[src/rtl/seq_gen_pkg.sv]
// seq_gen_pkg: shared types and helpers for the seq_gen_tx serial transmitter.
//   seq_gen_state_t : transmitter FSM states (IDLE, SHIFT, DONE)
//   seq_gen_nbits() : number of serial bits per word for a given data width
// Build option: SEQ_GEN_TX_PARITY_EN appends an even-parity bit to every word.
package seq_gen_pkg;

  typedef enum logic [1:0] {
    IDLE  = 2'd0,
    SHIFT = 2'd1,
    DONE  = 2'd2
  } seq_gen_state_t;

  // Bits on the wire per word: the data bits, plus one parity bit when enabled.
  function automatic int seq_gen_nbits(input int width);
`ifdef SEQ_GEN_TX_PARITY_EN
    return width + 1;
`else
    return width;
`endif
  endfunction

endpackage

[src/rtl/seq_gen_tx_bit_timer.sv]
// bit_timer: bit-period counter for seq_gen_tx.
//   clk   : rising-edge clock
//   reset : asynchronous active-low reset
//   run   : count while high; counter held at 0 while low
//   tick  : high on the last cycle of each BIT_CYCLES-long bit period
// With BIT_CYCLES=1 the counter never leaves 0 and tick simply follows run.
module bit_timer #(
  parameter int BIT_CYCLES = 1
) (
  input  logic clk,
  input  logic reset,
  input  logic run,
  output logic tick
);

  localparam int CW = (BIT_CYCLES > 1) ? $clog2(BIT_CYCLES) : 1;
  localparam logic [CW-1:0] LAST = CW'(BIT_CYCLES - 1);

  logic [CW-1:0] cnt;

  assign tick = run && (cnt == LAST);

  always_ff @(posedge clk or negedge reset) begin
    if (!reset) begin
      cnt <= '0;
    end else if (!run || tick) begin
      cnt <= '0;
    end else begin
      cnt <= cnt + CW'(1);
    end
  end

endmodule

[src/rtl/seq_gen_tx.sv]
// seq_gen_tx: serial bit-stream transmitter (MSB first on d/en).
//   clk   : rising-edge clock
//   reset : asynchronous active-low reset
//   start : load request, accepted on a rising edge while ready=1
//   data  : WIDTH-bit word captured when start is accepted
//   ready : idle / able to accept start (also high in the DONE cycle)
//   d     : serial data bit
//   en    : high while d carries a valid bit
//   done  : one-cycle pulse after the last bit period
// Parameters: WIDTH (>=2) data bits, BIT_CYCLES (>=1) clocks per bit.
// Build option: SEQ_GEN_TX_PARITY_EN appends an even-parity bit after the LSB.
module seq_gen_tx
  import seq_gen_pkg::*;
#(
  parameter int WIDTH      = 8,
  parameter int BIT_CYCLES = 1
) (
  input  logic             clk,
  input  logic             reset,
  input  logic             start,
  input  logic [WIDTH-1:0] data,
  output logic             ready,
  output logic             d,
  output logic             en,
  output logic             done
);

  localparam int NBITS = seq_gen_nbits(WIDTH);
  localparam int BW    = $clog2(NBITS);

  seq_gen_state_t   state, state_n;
  logic [NBITS-1:0] sreg, sreg_n, load_word;
  logic [BW-1:0]    bitcnt, bitcnt_n;
  logic             run, tick;
  logic             d_n, en_n, done_n, ready_n;

`ifdef SEQ_GEN_TX_PARITY_EN
  assign load_word = {data, ^data};
`else
  assign load_word = data;
`endif

  assign run = (state == SHIFT);

  bit_timer #(
    .BIT_CYCLES(BIT_CYCLES)
  ) u_bit_timer (
    .clk   (clk),
    .reset (reset),
    .run   (run),
    .tick  (tick)
  );

  always_comb begin
    state_n  = state;
    sreg_n   = sreg;
    bitcnt_n = bitcnt;
    case (state)
      IDLE, DONE: begin
        if (start) begin
          state_n  = SHIFT;
          sreg_n   = load_word;
          bitcnt_n = BW'(NBITS - 1);
        end else begin
          state_n  = IDLE;
        end
      end
      SHIFT: begin
        if (tick) begin
          sreg_n = {sreg[NBITS-2:0], 1'b0};
          if (bitcnt == '0) begin
            state_n = DONE;
          end else begin
            bitcnt_n = bitcnt - BW'(1);
          end
        end
      end
      default: state_n = IDLE;
    endcase

    // Outputs are decoded from the next-state values and then registered,
    // so they change on the same edge as the state with no path from start/data.
    en_n    = (state_n == SHIFT);
    d_n     = en_n & sreg_n[NBITS-1];
    done_n  = (state_n == DONE);
    ready_n = (state_n != SHIFT);
  end

  always_ff @(posedge clk or negedge reset) begin
    if (!reset) begin
      state  <= IDLE;
      sreg   <= '0;
      bitcnt <= '0;
      d      <= 1'b0;
      en     <= 1'b0;
      done   <= 1'b0;
      ready  <= 1'b1;
    end else begin
      state  <= state_n;
      sreg   <= sreg_n;
      bitcnt <= bitcnt_n;
      d      <= d_n;
      en     <= en_n;
      done   <= done_n;
      ready  <= ready_n;
    end
  end

endmodule

[config.mk]
export PLATFORM = sky130hd
export DESIGN_NAME = seq_gen_tx
export DESIGN_NICKNAME = d
export VERILOG_FILES = /design/src/rtl/seq_gen_pkg.sv /design/src/rtl/seq_gen_tx_bit_timer.sv /design/src/rtl/seq_gen_tx.sv
export SDC_FILE = /design/constraint.sdc
export NUM_CORES = 1
export LEC_CHECK = 0
export ABC_AREA = 1
export BUFFER_PORTS_ARGS = -buffer_cell sky130_fd_sc_hd__buf_4
export CAP_MARGIN = 15
export CORE_MARGIN = 4
export CORE_UTILIZATION = 52
export DETAILED_ROUTE_END_ITERATION = 12
export PLACE_DENSITY = 0.75
export SLEW_MARGIN = 20
export SYNTH_ARGS = -nofsm -noshare
export SYNTH_HDL_FRONTEND = slang
export SYNTH_SLANG_ARGS = --single-unit
[constraint.sdc]
create_clock -name clk -period 1.5 [get_ports clk]
set_input_delay 0.075 -clock clk [delete_from_list [all_inputs] [get_ports clk]]
set_output_delay 0.075 -clock clk [all_outputs]
set_load 0.01 [all_outputs]
; ---- Word-level counts from Yosys, hierarchy flattened
; Index checks and enable logic that the tools add are counted.
; Widths: inputs -> output; s select.
[op_classes]
eq_ne = 8
bitwise = 2
n_addsub = 2
n_reduce_logical = 9
n_mux = 12
[op_table]
columns = operator, n
row1 = $mux 8, 2
row2 = $pmux 8 s2, 1
row3 = $mux 3, 3
row4 = $ne 2x2->1 const B, 3
row5 = $pmux 3 s2, 1
row6 = $eq 2x1->1 const B, 2
row7 = $eq 2x2->1 const B, 2
row8 = $mux 2, 2
row9 = $pmux 2 s2, 1
row10 = $reduce_and 4->1, 1
row11 = $logic_not 3->1, 1
row12 = $reduce_and 3->1, 1
row13 = $sub 3x1->3 const B, 1
row14 = $logic_not 2->1, 1
row15 = $mux 1, 2
row16 = $ne 2x1->1 const B, 1
row17 = $reduce_bool 2->1, 1
row18 = $reduce_or 2->1, 1
row19 = $add 1x1->1 const B, 1
row20 = $and 1x1->1, 1
row21 = $logic_and 1x1->1, 1
row22 = $logic_not 1->1, 1
row23 = $logic_or 1x1->1, 1
row24 = $not 1->1, 1
[word_totals]
regBits = 18
out_inout_bits = 4
elab_cells = 42

; ---- Logic depth before layout (Yosys ltp)
; Gate-level depths: netlist of run 1.
[logic_depth]
word_depth = 6
ltp_mapped = 7

; ---- Cells and area by module
; A second synthesis of run 1 with hierarchy kept.
[unflattened]
hier_cells = 106
area_unflattened_um2 = 880.8
[by_module_without_submodules]
columns = module, area_each_um2, seq_area_each_um2, cells_each, instances
row1 = seq_gen_tx, 842.1, 426.7, 102, 1
row2 = bit_timer, 38.8, 25.0, 4, 1

; ---- Worst setup path before layout of run 1
; No wires, ideal clock.
[synth_path]
path_type = reg2reg
startpoint = register bitcnt[0]
endpoint = register d
synth_period_minus_slack_ps = 1076
required_time_ps = 1378
arrival_time_ps = 954
path_buffers = 0
path_slack_ps = 424
stages_incl_launch_ff = 6
cell_sequence = dfrtp_1 inv_1 ha_1 nand2_1 o21ai_2 nor2_2
[synth_between]
elab_chain_len = 6
[synth_lines]
columns = element, line_no
row1 = from (decl), seq_gen_tx.sv:33  ; logic [BW-1:0] bitcnt, bitcnt_n;
row2 = from (signal assigned), seq_gen_tx.sv:101  ; bitcnt <= bitcnt_n;
row3 = $logic_not 3->1, seq_gen_tx.sv:71  ; if (bitcnt == '0) begin
row4 = $mux 2, seq_gen_tx.sv:71
row5 = $mux 2, seq_gen_tx.sv:69  ; if (tick) begin
row6 = $pmux 2 s2, seq_gen_tx.sv:58  ; case (state)
row7 = $eq 2x1->1, seq_gen_tx.sv:83  ; en_n = (state_n == SHIFT);
row8 = $and 1x1->1, seq_gen_tx.sv:84  ; d_n = en_n & sreg_n[NBITS-1];
row9 = net d_n, seq_gen_tx.sv:35  ; logic d_n, en_n, done_n, ready_n;
row10 = to (signal assigned), seq_gen_tx.sv:102  ; d <= d_n;
row11 = to (decl), seq_gen_tx.sv:23  ; output logic d,
; The timed path passes the listed nets, and every way through them passes these cells.
; A chain may end at the register's enable or synchronous reset.

; ---- Final worst setup path of run 1
; Same ends and word-level chain as after synthesis.

==> impl_metrics.env, run 1 <==
export IMPL_period_minus_slack_ps=1149
export IMPL_numCtsBuffers=3
export IMPL_grt_start_max_net_pins=19
export IMPL_crit_type="reg -> reg"
export IMPL_core_region_area_um2=1524
export IMPL_seq_area_frac_synth_pct=53.64
export IMPL_maxCapViolCount=0
export IMPL_pre_cts_slack_ps=346.8
export IMPL_nNetsFinal=133
export IMPL_detail_route_antenna_nets=0
export IMPL_end_kind="flip-flop"
export IMPL_cts_path_max_buffers=2
export IMPL_pin_count=15
export IMPL_firstDrtPassIters=4
export IMPL_r2r_slack_ps=350
export IMPL_grt_ovfl_total=0
export IMPL_regArea_um2=451.7
export IMPL_cts_root_buf="clkbuf_4"
export IMPL_post_cts_buffers=0
export IMPL_die_y_um=48.24
export IMPL_finalNonFillerCells=135
export IMPL_crit_path_max_fanout=4
export IMPL_htree_levels=1
export IMPL_nFillCells=122
export IMPL_drive_above_1_share_pct=32.77
export IMPL_cellPowerDensity_nw_per_um2=1816
export IMPL_dpl_hpwl_um=1034
export IMPL_path_clk_slew_ps=100
export IMPL_grt_setup_unrepaired="false"
export IMPL_critPathRequiredTime_ps=1690
export IMPL_die_w_um=48.24
export IMPL_max_freq_mhz=870.5
export IMPL_area_growth_pct=28.68
export IMPL_grt_usage_pct=15.59
export IMPL_final_common_cell="nand2_1"
export IMPL_final_cell_mix="30 x nand2_1, 17 x dfrtp_1, 14 x buf_4"
export IMPL_mappedNetlistArea_um2=842.1
export IMPL_setup_violations=0
export IMPL_drc_errors=0
export IMPL_vias=636
export IMPL_crit_arrival_ps=1340
export IMPL_syn_inst=93
export IMPL_yosys_register_bits=18
export IMPL_grt_pass1_wl_um=2490
export IMPL_fin_ws_ps=351.3
export IMPL_finalSetupTns_ps=0
export IMPL_gp_congestion=0.7208
export IMPL_cts_num_sinks=18
export IMPL_grt_pass1_vias=619
export IMPL_avgSynthCellArea_um2=9.054
export IMPL_hold_viol=0
export IMPL_start_util_pct=55.25
export IMPL_min_path_type="in -> reg"
export IMPL_clk_latency_ps=290
export IMPL_clock_skew_ps=0.9937
export IMPL_outcome="finished, final reports clean"
export IMPL_power_leakage_nw=0.5772
export IMPL_via_per_inst=4.711
export IMPL_rows=14
export IMPL_antenna_found_initial=0
export IMPL_wire_per_inst_um=10.61
export IMPL_cp_start_kind="flip-flop"
export IMPL_ys_warn_count=0
export IMPL_finalMaxSlewViolations=0
export IMPL_wl_um=1433
export IMPL_syn_num_nets=106
export IMPL_drt_iter0_drc=8
export IMPL_diodes=0
export IMPL_io_buffers=14
export IMPL_multi_input_area_um2=331.6
export IMPL_yosys_cell_types_count=16
export IMPL_ir_drop_mv=0.9100
export IMPL_dp_cells=123
export IMPL_die_area_um2=2327
export IMPL_tritoncts="yes"
export IMPL_fin_crit_sh_pct=76.58
==> layer usage <==
metal	GRT usage, %	part of all wire (%)	vias to the layer above
met1	19.82	46	285
met3	3.321	4.1	4
met4	8.065	2.0	0
met2	24.74	48	12
li1	-	-	335
met5	0	0	-
==> power by group <==
group / leakage [nW] / total [mW] / switching [mW] / internal, mW
logic: 0.336 / 0.877 / 0.529 / 0.348
clock network: 0.0210 / 0.298 / 0.150 / 0.148
registers: 0.220 / 0.793 / 0.0981 / 0.695
==> timing repair <==
action,4_1_cts,5_1_grt
hold buffers,8,0
hold endpoints to repair,25,0
resized for setup,0,0
==> registers in the layout, summed over array words and instances, names as in the netlist <==
name / flops
sreg: 8
bitcnt: 3
state: 2
d: 1
done: 1
en: 1
ready: 1
u_bit_timer.cnt: 1
==> cell type report <==
type / instances / share of cell area [%]
inverters: 15 / 5.427
repair buffers: 22 / 17.09
clock buffers: 4 / 3.349
well taps: 16 / 1.848
multi-input cells: 60 / 30.60
flip-flops and latches: 18 / 41.69
==> Yosys cell counts <==
library cell	count	area share, %
nand2_1	30	13
nand2_4	3	4.0
inv_2	4	1.8
nor2_2	2	1.5
nor2_1	5	2.2
nor2_4	2	2.7
dfrtp_1	17	51
nand3_1	7	4.2
o21ai_2	4	4.2
conb_1	1	0.45
dfstp_2	1	3.1
ha_1	2	3.0
nand3_2	2	2.4
nand2_2	2	1.5
inv_4	1	0.74
inv_1	10	4.5
==> metrics by stage <==
stage | total power, mW | cell area [µm²] | hold WS, ps | utilization [%]
CTS | 1.999 | 1084 | 78.83 | 71.10
detailed placement | 1.675 | 967.2 | -45.03 | 63.46
floorplan | 1.458 | 842.1 | -220.6 | -
finish | 1.967 | 1084 | 79.77 | 71.10
global placement | 1.647 | 967.2 | -45.17 | 63.46
global route | 2.162 | 1084 | 82.23 | 71.10
==> critical path: stages, from the launching register on <==
cell and delay (ps):
dfrtp_1 390, inv_1 100, ha_1 180, nand2_1 100, o21ai_2 210, nor2_2 60
==> logic make-up (layout without fill, tap and decap cells) <==
family          after synthesis  after routing  share of synthesized area (%)
compound gates                4              4                          4.160
fa+ha+maj                     2              2                          2.971
buf+inv                      15             41                          6.984
flops                        18             18                          53.64
other cells                   1              1                         0.4453
simple gates                 53             53                          31.80
==> path summary, 6_finish.rpt <==
check | startpoint | to | cells after the start
worst min-delay path | data[7] | sreg[7]$_DFF_PN0_ | 5
worst max-delay path | bitcnt[0]$_DFFE_PN0P_ | d$_DFF_PN0_ | 5
min in group asynchronous | reset | done$_DFF_PN0_ | 2
worst max register to register | bitcnt[0]$_DFFE_PN0P_ | d$_DFF_PN0_ | 5
worst min register to register | sreg[6]$_DFFE_PN0P_ | sreg[6]$_DFFE_PN0P_ | 2
max in group asynchronous | reset | ready$_DFF_PN1_ | 2
No activity file was read; power rests on OpenSTA's default activity.
==> run 2: changes to the inputs <==
--- a/config.mk
+++ b/config.mk
@@ -9,9 +9,9 @@
 export BUFFER_PORTS_ARGS = -buffer_cell sky130_fd_sc_hd__buf_4
 export CAP_MARGIN = 15
 export CORE_MARGIN = 4
-export CORE_UTILIZATION = 52
+export CORE_UTILIZATION = 47
 export DETAILED_ROUTE_END_ITERATION = 12
-export PLACE_DENSITY = 0.75
+export PLACE_DENSITY = 0.72
 export SLEW_MARGIN = 20
 export SYNTH_ARGS = -nofsm -noshare
 export SYNTH_HDL_FRONTEND = slang
==> constraint.sdc (replaced) <==
create_clock -name clk -period 0.9 [get_ports clk]
set_input_delay 0.045 -clock clk [delete_from_list [all_inputs] [get_ports clk]]
set_output_delay 0.045 -clock clk [all_outputs]
set_load 0.01 [all_outputs]
==> run 2 against run 1 <==
The run now ends with setup timing left. Critical path depth unchanged. Clock-buffer cell count is the same. Largest power group unchanged. Flip-flop and latch count unchanged. Worst hold slack got worse by 15 ps. Setup slack got worse by 530 ps. Clock power is 65% higher. Cell area grew 16%.
==> impl_metrics.env, run 2 (synthesis gave the netlist of run 1 again) <==
export IMPL_cts_root_buf="clkbuf_4"
export IMPL_fin_ws_ps=-178.2
export IMPL_core_region_area_um2=1708
export IMPL_antenna_found_initial=0
export IMPL_power_frac_comb_pct=52.1
export IMPL_worstHoldStart="data[7]"
export IMPL_clock_skew_ps=8.680
export IMPL_area_growth_pct=49.48
export IMPL_nNetsFinal=140
export IMPL_nFillCells=126
export IMPL_numCtsBuffers=3
export IMPL_final_common_cell="nand2_1"
export IMPL_cp_slowest_stage_delay_ps=410
export IMPL_grt_pass1_vias=685
export IMPL_grt_start_max_net_pins=19
export IMPL_top_regs="sreg x8, bitcnt x3, state x2"
export IMPL_intPower_mw=2.312
export IMPL_grt_setup_unrepaired="true"
export IMPL_cts_path_max_buffers=2
export IMPL_grt_ovfl_total=0
export IMPL_swShare_pct=40.74
export IMPL_crit_start="bitcnt[0]$_DFFE_PN0P_"
export IMPL_cp_start_kind="flip-flop"
export IMPL_pin_count=15
export IMPL_crit_type="reg -> reg"
export IMPL_crit_arrival_ps=1260
export IMPL_critPathRequiredTime_ps=1080
export IMPL_hold_viol=0
export IMPL_start_util_pct=49.30
export IMPL_finalMaxSlewViolations=0
export IMPL_wire_per_inst_um=11.10
export IMPL_grt_pass1_wl_um=2918
export IMPL_wl_um=1676
export IMPL_grt_usage_pct=15.18
export IMPL_p_sw_mw=1.589
export IMPL_firstDrtPassIters=4
export IMPL_htree_levels=1
export IMPL_finalPower_mw=3.901
export IMPL_fin_crit_sh_pct=119.8
export IMPL_slowest_stage="dfrtp_1"
export IMPL_drt_iter0_drc=6
export IMPL_die_y_um=50.33
export IMPL_cp_cell_sequence="inv_2, ha_4, nand2_4, o21ai_4, inv_1"
export IMPL_period_minus_slack_ps=1078
export IMPL_regMostFlops="sreg"
export IMPL_gp_congestion=0.7772
export IMPL_largest_register_ffs=8
export IMPL_power_leakage_nw=0.6393
export IMPL_maxCapViolCount=0
export IMPL_drive_above_1_share_pct=49.21
export IMPL_vias=697
export IMPL_drc_errors=0
export IMPL_ir_drop_mv=1.637
export IMPL_dpl_hpwl_um=1088
export IMPL_via_per_inst=4.616
export IMPL_hold_ws_ps=65.26
export IMPL_crit_path_max_fanout=4
export IMPL_min_path_type="in -> reg"
export IMPL_io_buffers=14
export IMPL_tritoncts="yes"
export IMPL_final_cell_mix="24 x nand2_1, 18 x buf_4, 16 x dfrtp_1"
export IMPL_clk_latency_ps=290
export IMPL_violations="setup timing"
export IMPL_cts_num_sinks=18
export IMPL_path_clk_slew_ps=110
export IMPL_setup_violations=18
export IMPL_pwr_share_seq_pct=35.2
export IMPL_outcome="finished, violations left"
export IMPL_cellPowerDensity_nw_per_um2=3099
export IMPL_clock_power_share_pct=12.6
export IMPL_finalSetupTns_ps=-2373
export IMPL_r2r_start="bitcnt[0]$_DFFE_PN0P_"
export IMPL_rows=15
export IMPL_detail_route_antenna_nets=0
export IMPL_diodes=0
export IMPL_die_area_um2=2533
export IMPL_max_freq_mhz=927.5
export IMPL_die_w_um=50.33
export IMPL_end_kind="flip-flop"
-- run 2: power groups by stage --
stage / sequential, mW / clock (mW) / combinational [mW]
after floorplan: 1.36 / 0 / 1.26
after detailed placement: 1.35 / 0 / 1.75
after global routing: 1.41 / 0.555 / 2.26
final: 1.37 / 0.493 / 2.03
after global placement: 1.34 / 0 / 1.70
after CTS: 1.34 / 0.501 / 1.91
-- run 2: final timing paths --
check | end | slack, ps | cells past startpoint
worst max-delay path | state[0]$_DFF_PN0_ | -180 | 5
worst min-delay path | sreg[7]$_DFF_PN0_ | 70 | 5
worst max register to register | state[0]$_DFF_PN0_ | -180 | 5
worst min register to register | sreg[1]$_DFFE_PN0P_ | 500 | 2
max in group asynchronous | ready$_DFF_PN1_ | 500 | 2
min in group asynchronous | bitcnt[2]$_DFFE_PN0P_ | 140 | 2
-- run 2: metal layers --
metal	wire (µm)	GRT usage, %
met1	696	18.06
met2	902	27.17
met3	57	3.561
met4	19	4.036
met5	0	0
-- run 2: repair_timing --
action | in CTS | in global routing
hold buffers | 8 | 0
pin swaps | 2 | 0
endpoints found under the setup margin | 18 | 18
hold endpoints to repair | 25 | 0
buffers inserted | 2 | 1
gates resized for setup | 5 | 11
-- run 2: layout make-up --
class                      instances  area, µm²  area share [%]
clock buffer                       4      36.28           2.883
inverter                          15      63.81           5.070
multi-input combinational         60      416.7           33.10
sequential                        18      452.9           35.98
tap                               25      31.28           2.485
timing repair buffer              29      257.7           20.48
-- run 2: critical path, delay by kind of cell (launching register included) --
kind                     cells  cell delay (ps)
AO/OA/AOI/OAI                1              180
buffers and inverters        2              170
flip-flops                   1              410
adder cells (fa/ha/maj)      1              150
AND/OR/NAND/NOR              1               60
-- run 2: stage by stage --
step	utilization (%)	instance area, µm²	instances	setup WS [ps]
floorplan	-	889.6	93	-83.53
finish	73.70	1259	151	-178.2
global placement	62.56	1069	136	-146.5
global route	73.70	1259	151	-244.8
CTS	71.28	1217	150	-179.0
detailed placement	62.56	1069	136	-146.6
==> run 3: changes to the inputs <==
--- a/config.mk
+++ b/config.mk
@@ -9,10 +9,11 @@
 export BUFFER_PORTS_ARGS = -buffer_cell sky130_fd_sc_hd__buf_4
 export CAP_MARGIN = 15
 export CORE_MARGIN = 4
-export CORE_UTILIZATION = 47
+export CORE_UTILIZATION = 48
 export DETAILED_ROUTE_END_ITERATION = 12
-export PLACE_DENSITY = 0.72
+export PLACE_DENSITY = 0.73
 export SLEW_MARGIN = 20
 export SYNTH_ARGS = -nofsm -noshare
 export SYNTH_HDL_FRONTEND = slang
+export SYNTH_HIERARCHICAL = 1
 export SYNTH_SLANG_ARGS = --single-unit
==> run 3 against run 2 <==
The flow still finishes with violations (setup timing). Flip-flop and latch count stayed put. Worst hold slack worse by 22 ps. Total power is 4.7% higher. Largest power group unchanged. Combinational power is 8% higher. Critical path depth is 1 higher. Sequential share of layout area is 0.74 points lower. Utilization is 0.94 points higher. Synthesized area is 4.6% higher. Critical endpoint is now state[1]$_DFF_PN0_. Routed wire length is 12% higher.
==> impl_metrics.env, run 3 <==
export IMPL_synthArstFlopShare_pct=100.0
export IMPL_cts_path_max_buffers=2
export IMPL_cp_cell_sequence="nor2_8, inv_2, nor2_4, nand3_1, buf_4, nor2_1"
export IMPL_detail_route_antenna_nets=0
export IMPL_crit_type="reg -> reg"
export IMPL_die_area_um2=2584
export IMPL_cp_slowest_stage_delay_ps=460
export IMPL_regMostFlops="sreg"
export IMPL_area_growth_pct=46.31
export IMPL_grt_start_max_net_pins=19
export IMPL_grt_pass1_wl_um=3381
export IMPL_grt_usage_pct=17.30
export IMPL_diodes=0
export IMPL_syn_num_nets=119
export IMPL_setup_violations=18
export IMPL_ys_dominant_reg_cell="dfrtp_1"
export IMPL_outcome="finished, violations left"
export IMPL_firstDrtPassIters=4
export IMPL_crit_arrival_ps=1520
export IMPL_core_region_area_um2=1727
export IMPL_yosys_register_bits=18
export IMPL_power_leakage_nw=0.6820
export IMPL_clock_skew_ps=4.355
export IMPL_finalSetupTns_ps=-6096
export IMPL_finalMaxSlewViolations=0
export IMPL_dpl_hpwl_um=1267
export IMPL_antenna_found_initial=0
export IMPL_top_regs="sreg x8, bitcnt x3, state x2"
export IMPL_seq_area_frac_synth_pct=51.28
export IMPL_ir_drop_mv=1.980
export IMPL_crit_path_max_fanout=6
export IMPL_rows=15
export IMPL_min_path_type="in -> reg"
export IMPL_path_clk_slew_ps=100
export IMPL_wl_um=1872
export IMPL_die_y_um=50.84
export IMPL_avgSynthCellArea_um2=8.310
export IMPL_max_freq_mhz=766.4
export IMPL_end_kind="flip-flop"
export IMPL_tritoncts="yes"
export IMPL_syn_inst=106
export IMPL_grt_pass1_vias=819
export IMPL_pin_count=15
export IMPL_maxCapViolCount=0
export IMPL_via_per_inst=4.680
export IMPL_violations="setup timing"
export IMPL_nFillCells=138
export IMPL_grt_setup_unrepaired="true"
export IMPL_drive_above_1_share_pct=38.89
export IMPL_io_buffers=14
export IMPL_hold_viol=0
export IMPL_cts_root_buf="clkbuf_4"
export IMPL_critPathRequiredTime_ps=1110
export IMPL_synth_top_cells_by_count="37 x nand2_1, 17 x dfrtp_1, 12 x inv_1"
export IMPL_drc_errors=0
export IMPL_ys_warn_count=6
export IMPL_crit_family="simple AND/OR/NAND/NOR gates"
export IMPL_cts_num_sinks=18
export IMPL_synth_area_top_cells="dfrtp_1 48%, nand2_1 16%, inv_1 5.1%"
export IMPL_final_cell_mix="30 x nand2_1, 25 x buf_4, 15 x dfrtp_1"
export IMPL_slowest_stage="dfrtp_2"
export IMPL_numCtsBuffers=3
export IMPL_fin_crit_sh_pct=145.0
export IMPL_mappedNetlistArea_um2=880.8
export IMPL_clk_latency_ps=290
export IMPL_synth_most_common_cell="nand2_1"
export IMPL_synth_top_area_share_pct=48.30
export IMPL_fin_ws_ps=-404.8
export IMPL_period_minus_slack_ps=1305
export IMPL_synth_edf_count=0
export IMPL_final_common_cell="nand2_1"
export IMPL_die_w_um=50.84
export IMPL_critical_path_buf_inv_count=2
export IMPL_start_util_pct=51.01
export IMPL_synth_top_area_cell="dfrtp_1"
export IMPL_htree_levels=1
export IMPL_grt_ovfl_total=0
export IMPL_wire_per_inst_um=11.08
export IMPL_largest_register_ffs=8
export IMPL_pre_cts_slack_ps=-477.6
export IMPL_gp_congestion=0.7499
export IMPL_cellPowerDensity_nw_per_um2=3171
export IMPL_yosys_cell_types_count=19
export IMPL_vias=791
export IMPL_nNetsFinal=158
export IMPL_drt_iter0_drc=6
export IMPL_cp_start_kind="flip-flop"
==> run 3: cell count changes after synthesis, moves of 2 or more <==
cell | previous run | this run
inv_2 | 4 | 1
o21ai_2 | 4 | 0
nor2_1 | 5 | 8
a21oi_1 | 0 | 5
nor2_4 | 2 | 0
nand2_1 | 30 | 37
inv_1 | 10 | 12
nand2_2 | 2 | 5
==> run 3: logic make-up after synthesis <==
family	after synthesis	synth area share, %
buf+inv	15	7.102
flops	18	51.28
simple gates	63	34.09
fa+ha+maj	2	2.840
other cells	1	0.4257
compound gates	7	4.261
==> run 3: cell type report <==
| type | instances | area [µm²] | area share, % |
|---|---|---|---|
| flip-flops and latches | 18 | 454.2 | 35.24 |
| inverters | 14 | 62.56 | 4.854 |
| multi-input cells | 73 | 414.1 | 32.14 |
| repair buffers | 35 | 290.3 | 22.52 |
| clock buffers | 4 | 36.28 | 2.816 |
| well taps | 25 | 31.28 | 2.427 |
==> run 3: where the power goes <==
group	total, mW	internal (mW)	switching (mW)
clock network	0.496	0.247	0.249
registers	1.39	1.17	0.226
logic	2.20	1.02	1.18
==> run 3: metrics by stage <==
stage / instance area, µm² / power (mW) / cells / hold WS [ps] / utilization, %
6_report: 1289 / 4.086 / 169 / 43.29 / 74.64
3_5_place_dp: 1104 / 3.255 / 155 / -73.80 / 63.91
5_1_grt: 1289 / 4.442 / 169 / 46.17 / 74.64
2_1_floorplan: 895.9 / 2.592 / 106 / -250.6 / -
3_3_place_gp: 1104 / 3.203 / 155 / -73.26 / 63.91
4_1_cts: 1240 / 3.862 / 168 / 42.12 / 71.81
==> run 3: timing repair <==
item,4_1_cts,5_1_grt
endpoints found under the setup margin,18,18
buffers inserted,1,1
hold buffers,8,0
hold endpoints to repair,25,0
resized for setup,4,12
pin swaps,1,0
cloned,0,0
==> run 3: worst paths after layout <==
kind                                     start                     to  slack (ps)  cells past startpoint
setup / recovery            state[1]$_DFF_PN0_     state[1]$_DFF_PN0_        -400                      6
hold / removal                         data[1]    sreg[1]$_DFFE_PN0P_          40                      4
setup reg to reg            state[1]$_DFF_PN0_     state[1]$_DFF_PN0_        -400                      6
hold reg to reg            sreg[4]$_DFFE_PN0P_    sreg[4]$_DFFE_PN0P_         490                      2
max in group asynchronous                reset        ready$_DFF_PN1_         500                      2
min in group asynchronous                reset  bitcnt[2]$_DFFE_PN0P_         140                      2
==> run 3: worst register-to-register path, cell delays in order (launching register included) <==
cell and delay [ps]:
dfrtp_2 460, nor2_8 90, inv_2 50, nor2_4 170
nand3_1 140, buf_4 160, nor2_1 140
==> run 3: layer usage <==
metal	track usage, %	wire (µm)
met1	20.30	808
met2	31.52	940
met3	3.499	104
met4	5.381	18
met5	0	0
